`src/rtl/riscv_multicycle_ctrl_if.sv`:
```
// Control bundle between the multicycle controller and its RV32I datapath.
// The controller is the master: it reads the IR fields and Z and drives every enable and select.
interface riscv_multicycle_ctrl_if;
    logic [6:0] opcode;
    logic [2:0] funct3;
    logic       funct7b5;
    logic       Z;
    logic       PC_wren;
    logic       IR_wren;
    logic       mem_wren;
    logic       regfile_wren;
    logic       addr_sel;
    logic [1:0] ALU_asel;
    logic [1:0] ALU_bsel;
    logic [1:0] result_sel;
    logic [1:0] ximm_sel;
    logic [2:0] ALU_control;
    logic       illegal_instr;

    modport master (
        input  opcode, funct3, funct7b5, Z,
        output PC_wren, IR_wren, mem_wren, regfile_wren, addr_sel,
               ALU_asel, ALU_bsel, result_sel, ximm_sel, ALU_control, illegal_instr
    );
    modport slave (
        output opcode, funct3, funct7b5, Z,
        input  PC_wren, IR_wren, mem_wren, regfile_wren, addr_sel,
               ALU_asel, ALU_bsel, result_sel, ximm_sel, ALU_control, illegal_instr
    );
endinterface

```
`src/rtl/riscv_multicycle_ctrl.sv`:
```
// Moore FSM sequencing a shared-ALU, single-memory multicycle RV32I datapath.
// Memory states hold for MEM_LAT extra cycles; enables fire only on the final one.
module riscv_multicycle_ctrl #(
    parameter int unsigned MEM_LAT = 1
) (
    input  logic                          clk,
    input  logic                          reset,
    riscv_multicycle_ctrl_if.master       bus
);
    localparam logic [3:0] S_FETCH    = 4'd0;
    localparam logic [3:0] S_DECODE   = 4'd1;
    localparam logic [3:0] S_MEMADR   = 4'd2;
    localparam logic [3:0] S_MEMREAD  = 4'd3;
    localparam logic [3:0] S_MEMWB    = 4'd4;
    localparam logic [3:0] S_MEMWRITE = 4'd5;
    localparam logic [3:0] S_EXEC_R   = 4'd6;
    localparam logic [3:0] S_EXEC_I   = 4'd7;
    localparam logic [3:0] S_ALUWB    = 4'd8;
    localparam logic [3:0] S_JAL      = 4'd9;
    localparam logic [3:0] S_BEQ      = 4'd10;

    localparam logic [6:0] OP_LW  = 7'b0000011;
    localparam logic [6:0] OP_SW  = 7'b0100011;
    localparam logic [6:0] OP_R   = 7'b0110011;
    localparam logic [6:0] OP_I   = 7'b0010011;
    localparam logic [6:0] OP_JAL = 7'b1101111;
    localparam logic [6:0] OP_BR  = 7'b1100011;

    localparam logic [3:0] LAT = 4'(MEM_LAT);

    logic [3:0] state_q, state_d;
    logic [3:0] wait_q,  wait_d;
    logic       last;

    assign last = (wait_q == LAT);

    function automatic logic [2:0] alu_dec(input logic [2:0] f3, input logic sub);
        case (f3)
            3'b000:  alu_dec = sub ? 3'b001 : 3'b000;
            3'b110:  alu_dec = 3'b011;
            3'b111:  alu_dec = 3'b010;
            3'b010:  alu_dec = 3'b101;
            default: alu_dec = 3'b000;
        endcase
    endfunction

    always_ff @(posedge clk or posedge reset) begin
        if (reset) begin
            state_q <= S_FETCH;
            wait_q  <= 4'd0;
        end else begin
            state_q <= state_d;
            wait_q  <= wait_d;
        end
    end

    always_comb begin
        state_d = state_q;
        wait_d  = 4'd0;
        case (state_q)
            S_FETCH, S_MEMREAD, S_MEMWRITE: begin
                if (last) begin
                    case (state_q)
                        S_FETCH:   state_d = S_DECODE;
                        S_MEMREAD: state_d = S_MEMWB;
                        default:   state_d = S_FETCH;
                    endcase
                end else begin
                    wait_d = wait_q + 4'd1;
                end
            end
            S_DECODE: begin
                case (bus.opcode)
                    OP_LW, OP_SW: state_d = S_MEMADR;
                    OP_R:         state_d = S_EXEC_R;
                    OP_I:         state_d = S_EXEC_I;
                    OP_JAL:       state_d = S_JAL;
                    OP_BR:        state_d = S_BEQ;
                    default:      state_d = S_FETCH;
                endcase
            end
            S_MEMADR:           state_d = bus.opcode[5] ? S_MEMWRITE : S_MEMREAD;
            S_EXEC_R, S_EXEC_I: state_d = S_ALUWB;
            S_JAL:              state_d = S_ALUWB;
            default:            state_d = S_FETCH;
        endcase
    end

    // Outputs are forced low while reset is high so an abort never leaks a write.
    always_comb begin
        bus.PC_wren       = 1'b0;
        bus.IR_wren       = 1'b0;
        bus.mem_wren      = 1'b0;
        bus.regfile_wren  = 1'b0;
        bus.addr_sel      = 1'b0;
        bus.ALU_asel      = 2'b00;
        bus.ALU_bsel      = 2'b00;
        bus.result_sel    = 2'b00;
        bus.ximm_sel      = 2'b00;
        bus.ALU_control   = 3'b000;
        bus.illegal_instr = 1'b0;
        if (!reset) begin
            case (state_q)
                S_FETCH: begin
                    bus.ALU_bsel   = 2'b10;
                    bus.result_sel = 2'b10;
                    bus.IR_wren    = last;
                    bus.PC_wren    = last;
                end
                S_DECODE: begin
                    bus.ALU_asel = 2'b01;
                    bus.ALU_bsel = 2'b01;
                    bus.ximm_sel = (bus.opcode == OP_JAL) ? 2'b11 : 2'b10;
                    case (bus.opcode)
                        OP_LW, OP_SW, OP_R, OP_I, OP_JAL, OP_BR: bus.illegal_instr = 1'b0;
                        default:                                bus.illegal_instr = 1'b1;
                    endcase
                end
                S_MEMADR: begin
                    bus.ALU_asel = 2'b10;
                    bus.ALU_bsel = 2'b01;
                    bus.ximm_sel = bus.opcode[5] ? 2'b01 : 2'b00;
                end
                S_MEMREAD:  bus.addr_sel = 1'b1;
                S_MEMWB: begin
                    bus.result_sel   = 2'b01;
                    bus.regfile_wren = 1'b1;
                end
                S_MEMWRITE: begin
                    bus.addr_sel = 1'b1;
                    bus.mem_wren = last;
                end
                S_EXEC_R: begin
                    bus.ALU_asel    = 2'b10;
                    bus.ALU_control = alu_dec(bus.funct3, bus.funct7b5);
                end
                S_EXEC_I: begin
                    bus.ALU_asel    = 2'b10;
                    bus.ALU_bsel    = 2'b01;
                    bus.ALU_control = alu_dec(bus.funct3, 1'b0);
                end
                S_ALUWB:    bus.regfile_wren = 1'b1;
                S_JAL: begin
                    bus.ALU_asel = 2'b01;
                    bus.ALU_bsel = 2'b10;
                    bus.PC_wren  = 1'b1;
                end
                S_BEQ: begin
                    bus.ALU_asel    = 2'b10;
                    bus.ALU_control = 3'b001;
                    bus.PC_wren     = ((bus.funct3 == 3'b000) &  bus.Z) |
                                      ((bus.funct3 == 3'b001) & ~bus.Z);
                end
                default: ;
            endcase
        end
    end
endmodule

```
`src/flat_wrapper.sv`:
```
// flat-port wrapper written by rule: the top's interface ports become plain ports
module riscv_multicycle_ctrl_flat 
#(
    parameter int unsigned MEM_LAT = 1
)
  (clk, reset, bus_opcode, bus_funct3, bus_funct7b5, bus_Z, bus_PC_wren, bus_IR_wren, bus_mem_wren, bus_regfile_wren, bus_addr_sel, bus_ALU_asel, bus_ALU_bsel, bus_result_sel, bus_ximm_sel, bus_ALU_control, bus_illegal_instr);
  riscv_multicycle_ctrl_if bus_i ();
  input  logic clk;
  input  logic reset;
  input wire logic [$bits(bus_i.opcode)-1:0] bus_opcode;
  input wire logic [$bits(bus_i.funct3)-1:0] bus_funct3;
  input wire logic [$bits(bus_i.funct7b5)-1:0] bus_funct7b5;
  input wire logic [$bits(bus_i.Z)-1:0] bus_Z;
  output wire logic [$bits(bus_i.PC_wren)-1:0] bus_PC_wren;
  output wire logic [$bits(bus_i.IR_wren)-1:0] bus_IR_wren;
  output wire logic [$bits(bus_i.mem_wren)-1:0] bus_mem_wren;
  output wire logic [$bits(bus_i.regfile_wren)-1:0] bus_regfile_wren;
  output wire logic [$bits(bus_i.addr_sel)-1:0] bus_addr_sel;
  output wire logic [$bits(bus_i.ALU_asel)-1:0] bus_ALU_asel;
  output wire logic [$bits(bus_i.ALU_bsel)-1:0] bus_ALU_bsel;
  output wire logic [$bits(bus_i.result_sel)-1:0] bus_result_sel;
  output wire logic [$bits(bus_i.ximm_sel)-1:0] bus_ximm_sel;
  output wire logic [$bits(bus_i.ALU_control)-1:0] bus_ALU_control;
  output wire logic [$bits(bus_i.illegal_instr)-1:0] bus_illegal_instr;
  assign bus_i.opcode = bus_opcode;
  assign bus_i.funct3 = bus_funct3;
  assign bus_i.funct7b5 = bus_funct7b5;
  assign bus_i.Z = bus_Z;
  assign bus_PC_wren = bus_i.PC_wren;
  assign bus_IR_wren = bus_i.IR_wren;
  assign bus_mem_wren = bus_i.mem_wren;
  assign bus_regfile_wren = bus_i.regfile_wren;
  assign bus_addr_sel = bus_i.addr_sel;
  assign bus_ALU_asel = bus_i.ALU_asel;
  assign bus_ALU_bsel = bus_i.ALU_bsel;
  assign bus_result_sel = bus_i.result_sel;
  assign bus_ximm_sel = bus_i.ximm_sel;
  assign bus_ALU_control = bus_i.ALU_control;
  assign bus_illegal_instr = bus_i.illegal_instr;
  riscv_multicycle_ctrl #(.MEM_LAT(MEM_LAT)) u_core (.clk(clk), .reset(reset), .bus(bus_i));
endmodule
```
`config.mk`:
```
export PLATFORM = sky130hd
export DESIGN_NAME = riscv_multicycle_ctrl_flat
export DESIGN_NICKNAME = d
export VERILOG_FILES = /design/src/rtl/riscv_multicycle_ctrl_if.sv /design/src/rtl/riscv_multicycle_ctrl.sv /design/src/flat_wrapper.sv
export SDC_FILE = /design/constraint.sdc
export NUM_CORES = 1
export LEC_CHECK = 0
export ABC_AREA = 1
export CORE_AREA = 2 2 41 43
export CTS_BUF_LIST = sky130_fd_sc_hd__clkbuf_4 sky130_fd_sc_hd__clkbuf_8 sky130_fd_sc_hd__clkbuf_16
export DETAILED_ROUTE_END_ITERATION = 7
export DIE_AREA = 0 0 43 45
export DONT_BUFFER_PORTS = 1
export MAX_ROUTING_LAYER = met4
export PLACE_DENSITY = 0.66
export SLEW_MARGIN = 10
export SYNTH_ARGS = -nofsm -noshare
export SYNTH_HDL_FRONTEND = slang
export SYNTH_SLANG_ARGS = --single-unit
```
`constraint.sdc`:
```
create_clock -name clk -period 1.2 [get_ports clk]
set_input_delay 0.18 -clock clk [delete_from_list [all_inputs] [get_ports clk]]
set_output_delay 0.18 -clock clk [all_outputs]
set_load 0.01 [all_outputs]
```
==> PnR_summary.wiki, run 1 <==
{| class="wikitable"
! Metric !! Value
|-
| Status || aborted with a tool error
|-
| Stage reached || global routing
|-
| First error || [ERROR DPL-0038] Utilization greater than 100%, impossible to legalize
|-
| Number of standard-cell rows in the floorplan || 14
|-
| Worst endpoint pin kind || top-level output
|-
| CTS max path bufs || 2
|-
| Synthesized Nets || 141
|-
| Post-synthesis sequential area ratio || 25.93%
|-
| Area of the mapped netlist || 772.0 µm²
|-
| Cell accounting for the most synthesized area || dfrtp_1
|-
| Pin count of the biggest net entering global routing || 13
|-
| Instance count of the mapped netlist || 125
|-
| Placed Area || 984.7 µm²
|-
| I/O pin total || 31
|-
| Number of warnings issued by yosys || 0
|-
| Die extent in x || 43 µm
|-
| Detailed placement HPWL || 1.619 mm
|-
| Initial core utilization || 52.47%
|-
| Synth top area share || 25.93%
|-
| H-tree levels || 1
|-
| Die H || 45 µm
|-
| Mean area per synthesized cell || 6.176 µm²
|-
| Area contributors post-synth || dfrtp_1 26%, nand2_1 14%, nor2_1 11%
|-
| Cell variety after synth || 23
|-
| Last worst endpoint in the global-route repair_timing || bus_PC_wren
|-
| Count of buffers inserted at the top-level ports || 0
|-
| Total number of clock tree sinks || 8
|-
| Final estimated routing congestion in global placement || 0.7942
|-
| Yosys reg bits || 8
|-
| Clock buffer count from CTS || 3
|-
| Clk Tree Root Cell || clkbuf_4
|}
## per-stage QoR
stage               setup slack (ns)  cells  setup TNS (ns)
CTS                          -0.3290    179          -4.637
detailed placement           -0.1452    162         -0.8659
global placement            -0.08232    162         -0.3897
floorplan                   -0.06546    125        -0.06546
## repair_timing
| item | in CTS |
|---|---|
| hold buffers | 1 |
| hold endpoints to repair | 8 |
| resized for setup | 58 |
| setup buffers | 14 |
| pin swaps | 24 |
| setup endpoints to repair | 20 |
## cells in the mapped netlist
cell       n
dfrtp_1    8
and3_1     1
nand3b_1   1
clkbuf_1   1
buf_6      1
nand3_1   13
o21bai_1   1
inv_1     15
ha_1       2
nor2_2     1
nor2_1    22
xnor2_1    1
o21ai_0    3
inv_2      2
nor2_4     2
nand2_1   29
nand3_2    2
a21oi_1    9
nand2_2    4
xor2_1     1
nand2_4    1
nor3_1     3
nor4_1     2
## kinds of logic after synthesis
kind of cell | count (synthesis) | share of synthesized area, %
AO/OA/AOI/OAI | 13 | 8.751
flip-flops | 8 | 25.93
AND/OR/NAND/NOR | 81 | 49.59
buffers and inverters | 19 | 10.21
adder cells (fa/ha/maj) | 2 | 3.241
XOR/XNOR | 2 | 2.269
==> run 2: changes to the inputs <==
--- a/config.mk
+++ b/config.mk
@@ -6,13 +6,11 @@
 export NUM_CORES = 1
 export LEC_CHECK = 0
 export ABC_AREA = 1
-export CORE_AREA = 2 2 41 43
-export CTS_BUF_LIST = sky130_fd_sc_hd__clkbuf_4 sky130_fd_sc_hd__clkbuf_8 sky130_fd_sc_hd__clkbuf_16
+export CORE_AREA = 2 2 63 65
 export DETAILED_ROUTE_END_ITERATION = 7
-export DIE_AREA = 0 0 43 45
+export DIE_AREA = 0 0 65 67
 export DONT_BUFFER_PORTS = 1
-export MAX_ROUTING_LAYER = met4
-export PLACE_DENSITY = 0.66
+export PLACE_DENSITY_LB_ADDON = 0.15
 export SLEW_MARGIN = 10
 export SYNTH_ARGS = -nofsm -noshare
 export SYNTH_HDL_FRONTEND = slang
==> run 2 against run 1 <==
Effect of this change:
- the flow now finishes, with violations (negative setup slack)
- synthesized cell count unchanged
- synthesized area unchanged
==> PnR_summary.wiki, run 2 <==
{| class="wikitable"
! Metric !! Value
|-
| Status || finished with violations (was aborted with a tool error)
|-
| Violated checks || negative setup slack
|-
| Number of standard-cell rows in the floorplan || 22 (was 14)
|-
| Setup slack after layout || -0.3320 ns
|-
| Drt first-iter violations || 37
|-
| Ratio of routed vias to standard cells || 4.459
|-
| Launching instance or port of the critical path || u_core.state_q[3]$_DFFE_PP0P_
|-
| Initial antenna violation count || 0
|-
| Most used flip-flop cell after synthesis || dfrtp_1 (unchanged)
|-
| Share of total power consumed by net switching || 46.48%
|-
| Filler Cells Inserted || 354
|-
| Crit path capture type || primary output
|-
| Die H || 67 µm (was 45 µm)
|-
| Instance count of the mapped netlist || 125 (unchanged)
|-
| Arr. time, crit path || 1.35 ns
|-
| CTS max path bufs || 2 (unchanged)
|-
| Pin count of the biggest net entering global routing || 13
|-
| Clock tree from TritonCTS || built
|-
| DRC viols || 0
|-
| Mean area per synthesized cell || 6.176 µm² (unchanged)
|-
| Power dissipated by switching net loads || 1417 µW
|-
| Main combinational cell family by area after synthesis || simple AND/OR/NAND/NOR gates (unchanged)
|-
| Synthesized Nets || 141 (unchanged)
|-
| Compound-Gate Fraction of Synth Area || 8.752% (unchanged)
|-
| Nets || 188
|-
| Placed cell count || 199 (was 162)
|-
| Final Total Pwr || 3048 µW
|-
| Count of buffers inserted at the top-level ports || 0 (unchanged)
|-
| Placed Area || 1062 µm² (was 984.7 µm²)
|-
| Area taken by multi-input logic gates || 793.3 µm²
|-
| Post-layout min period || 1.532 ns
|-
| Hold slack || 0.1299 ns
|-
| Number of warnings issued by yosys || 0 (unchanged)
|-
| Overall track demand over capacity in global routing || 12.46%
|-
| Period Utilization, post-route || 127.7%
|-
| Cell accounting for the most synthesized area || dfrtp_1 (unchanged)
|-
| Fraction of registers with async set/reset || 100.0% (unchanged)
|-
| Die extent in x || 65 µm (was 43 µm)
|-
| Multiplexer share of the synthesized area || 0% (unchanged)
|-
| FF/Latch Area || 205.2 µm²
|-
| Fmax achieved || 652.7 MHz
|-
| Cell variety after synth || 23 (unchanged)
|-
| Slew Limit Headroom || 79.97%
|-
| Count leader, synth || nand2_1 (unchanged)
|-
| Simple-gate share of the synthesized area || 49.59% (unchanged)
|-
| Clk pin slew, worst setup/hold paths || 0.04 ns
|-
| Cell leakage power || 0.0006969 µW
|-
| Max-cap violations || 0
|-
| Post-route antenna net violation count || 0
|-
| Worst hold path class || in2reg
|-
| Area of the mapped netlist || 772.0 µm² (unchanged)
|-
| Average detailed-routed wire length per instance || 11.99 µm
|-
| Kind of critical path || reg2out
|-
| Depth of the worst hold-timing path || 3
|-
| Initial core utilization || 21.41% (was 52.47%)
|-
| Worst vdd rail ir drop || 0.9924 mV
|-
| Core footprint || 3606 µm²
|-
| Number of standard cells in the layout, taps in and fillers out || 218
|-
| Share of post-route cells with drive strength above 1 || 63.53%
|-
| Fin. Hold Viols || 0
|-
| Total number of clock tree sinks || 8 (unchanged)
|-
| H-tree levels || 1 (unchanged)
|-
| Sequential group share of total power || 14.9%
|-
| Data required, critical path || 1.02 ns
|-
| Clock share of power || 10.7%
|-
| Synthesized-area fraction occupied by xor and xnor cells || 2.269% (unchanged)
|-
| Synthesized-area fraction occupied by adder cells || 3.241% (unchanged)
|-
| Tightest Pin Transition || 0.2994 ns
|-
| Total length of routed wires || 2.614 mm
|-
| Vias in the first global route || 989
|-
| Commonest non-fill, non-tap cells in the layout || 33 x buf_4, 17 x nand2_1, 12 x inv_1, 12 x nor2_4, 10 x buf_6
|-
| Yosys reg bits || 8 (unchanged)
|-
| Leading registers by flop count || u_core.state_q x4, u_core.wait_q x4
|-
| Total count of max-transition violations in the final report || 0
|-
| Depth of the worst register-to-register path || 9
|-
| Area overhead of the layout relative to synthesis || 99.35%
|-
| Fin area || 1539 µm²
|-
| Clk Tree Root Cell || clkbuf_8 (was clkbuf_4)
|-
| Number of synthesized flops with an enable pin || 0 (unchanged)
|-
| Clock buffer count from CTS || 3 (unchanged)
|-
| Worst clock skew || 0.0003144 ns
|-
| Die Outline Area || 4355 µm²
|-
| FF-to-FF Start || u_core.state_q[2]$_DFFE_PP0P_
|-
| Post-synthesis sequential area ratio || 25.93% (unchanged)
|-
| Antenna diode count || 0
|-
| Later-pin clock latency in the skew report || 0.23 ns
|-
| Top post-synthesis cells by count || 29 x nand2_1, 22 x nor2_1, 15 x inv_1 (unchanged)
|-
| Origin of the worst min-delay path || bus_opcode[5]
|-
| Unrepaired setup endpoints after global routing || yes
|-
| First-pass iteration count of the detailed router || 4
|-
| Setup-failing EPs final || 24
|-
| Leading cell type in the layout, fill and taps excluded || buf_4
|-
| Synth top area share || 25.93% (unchanged)
|-
| Critical path fanouts, max || 4
|-
| Detailed placement HPWL || 1.834 mm (was 1.619 mm)
|-
| Proportion of power drawn by combinational gates || 74.3%
|-
| Crit start category || flop
|-
| Total congestion overflow after global routing || 0
|-
| Wire length of the first global-routing pass || 4.236 mm
|-
| Vias || 972
|-
| Core occupancy in the finished layout || 42.68%
|-
| I/O pin total || 31 (unchanged)
|-
| Cell area power density || 1981 nW/µm²
|-
| Area contributors post-synth || dfrtp_1 26%, nand2_1 14%, nor2_1 11% (unchanged)
|-
| Final estimated routing congestion in global placement || 0.7366 (was 0.7942)
|-
| Internal power || 1631 µW
|}
-- run 2: cell counts after synthesis --
Identical to the previous run, type by type.
-- run 2: final timing paths --
kind | end | slack [ns]
setup / recovery | bus_illegal_instr | -0.33
max in group asynchronous | u_core.state_q[2]$_DFFE_PP0P_ | 0.54
min in group asynchronous | u_core.state_q[3]$_DFFE_PP0P_ | 0.52
hold / removal | u_core.state_q[1]$_DFFE_PP0P_ | 0.13
hold reg to reg | u_core.wait_q[0]$_DFF_PP0_ | 0.55
setup reg to reg | u_core.state_q[2]$_DFFE_PP0P_ | -0.28
-- run 2: what timing repair did --
item	CTS	global route
pin swaps	15	17
buffers inserted	9	7
cloned	0	0
hold buffers	1	0
setup endpoints to repair	24	25
hold endpoints to repair	8	0
resized for setup	45	36
-- run 2: layout make-up --
type | count | share of cell area (%)
Clock buffer | 3 | 2.683
Inverter | 17 | 4.472
Multi-Input combinational cell | 98 | 51.54
Sequential cell | 8 | 13.33
Tap cell | 48 | 3.902
Timing Repair Buffer | 44 | 24.06
-- run 2: worst max-delay path: stages, from the launching register on --
cell	delay, ns
dfrtp_2	0.46
inv_4	0.10
nand2_4	0.07
nor2_4	0.16
nand2_2	0.08
inv_2	0.07
and3_4	0.18
-- run 2: routing by layer --
layer / up-vias / global-route usage (%) / share of wire [%]
met1: 465 / 12.30 / 37
met4: 0 / 2.394 / 0
met3: 0 / 3.547 / 4.1
li1: 490 / - / -
met2: 17 / 25.52 / 58
met5: - / 0 / 0
-- run 2: logic make-up (layout without fill, tap and decap cells) --
| family | after synthesis | in the layout |
|---|---|---|
| simple gates | 81 | 81 |
| buf+inv | 19 | 64 |
| compound gates | 13 | 13 |
| flops | 8 | 8 |
| fa+ha+maj | 2 | 2 |
| xor+xnor | 2 | 2 |
-- run 2: power by group through the flow --
| stage | Combinational (µW) | Clock [µW] | Sequential [µW] |
|---|---|---|---|
| final | 2270 | 328 | 454 |
| after global routing | 2450 | 351 | 465 |
| after floorplan | 829 | 0 | 417 |
| after CTS | 1860 | 336 | 446 |
| after global placement | 1400 | 0 | 426 |
| after detailed placement | 1410 | 0 | 427 |
-- run 2: metrics by stage --
stage                     worst slack (ns)  setup TNS [ns]
final                              -0.3320          -5.649
after global routing               -0.3879          -7.183
after floorplan                   -0.06546        -0.06546
after global placement             -0.1569          -1.430
after CTS                          -0.2748          -4.688
after detailed placement           -0.1843          -1.451
(Power assumes the default switching activity.)
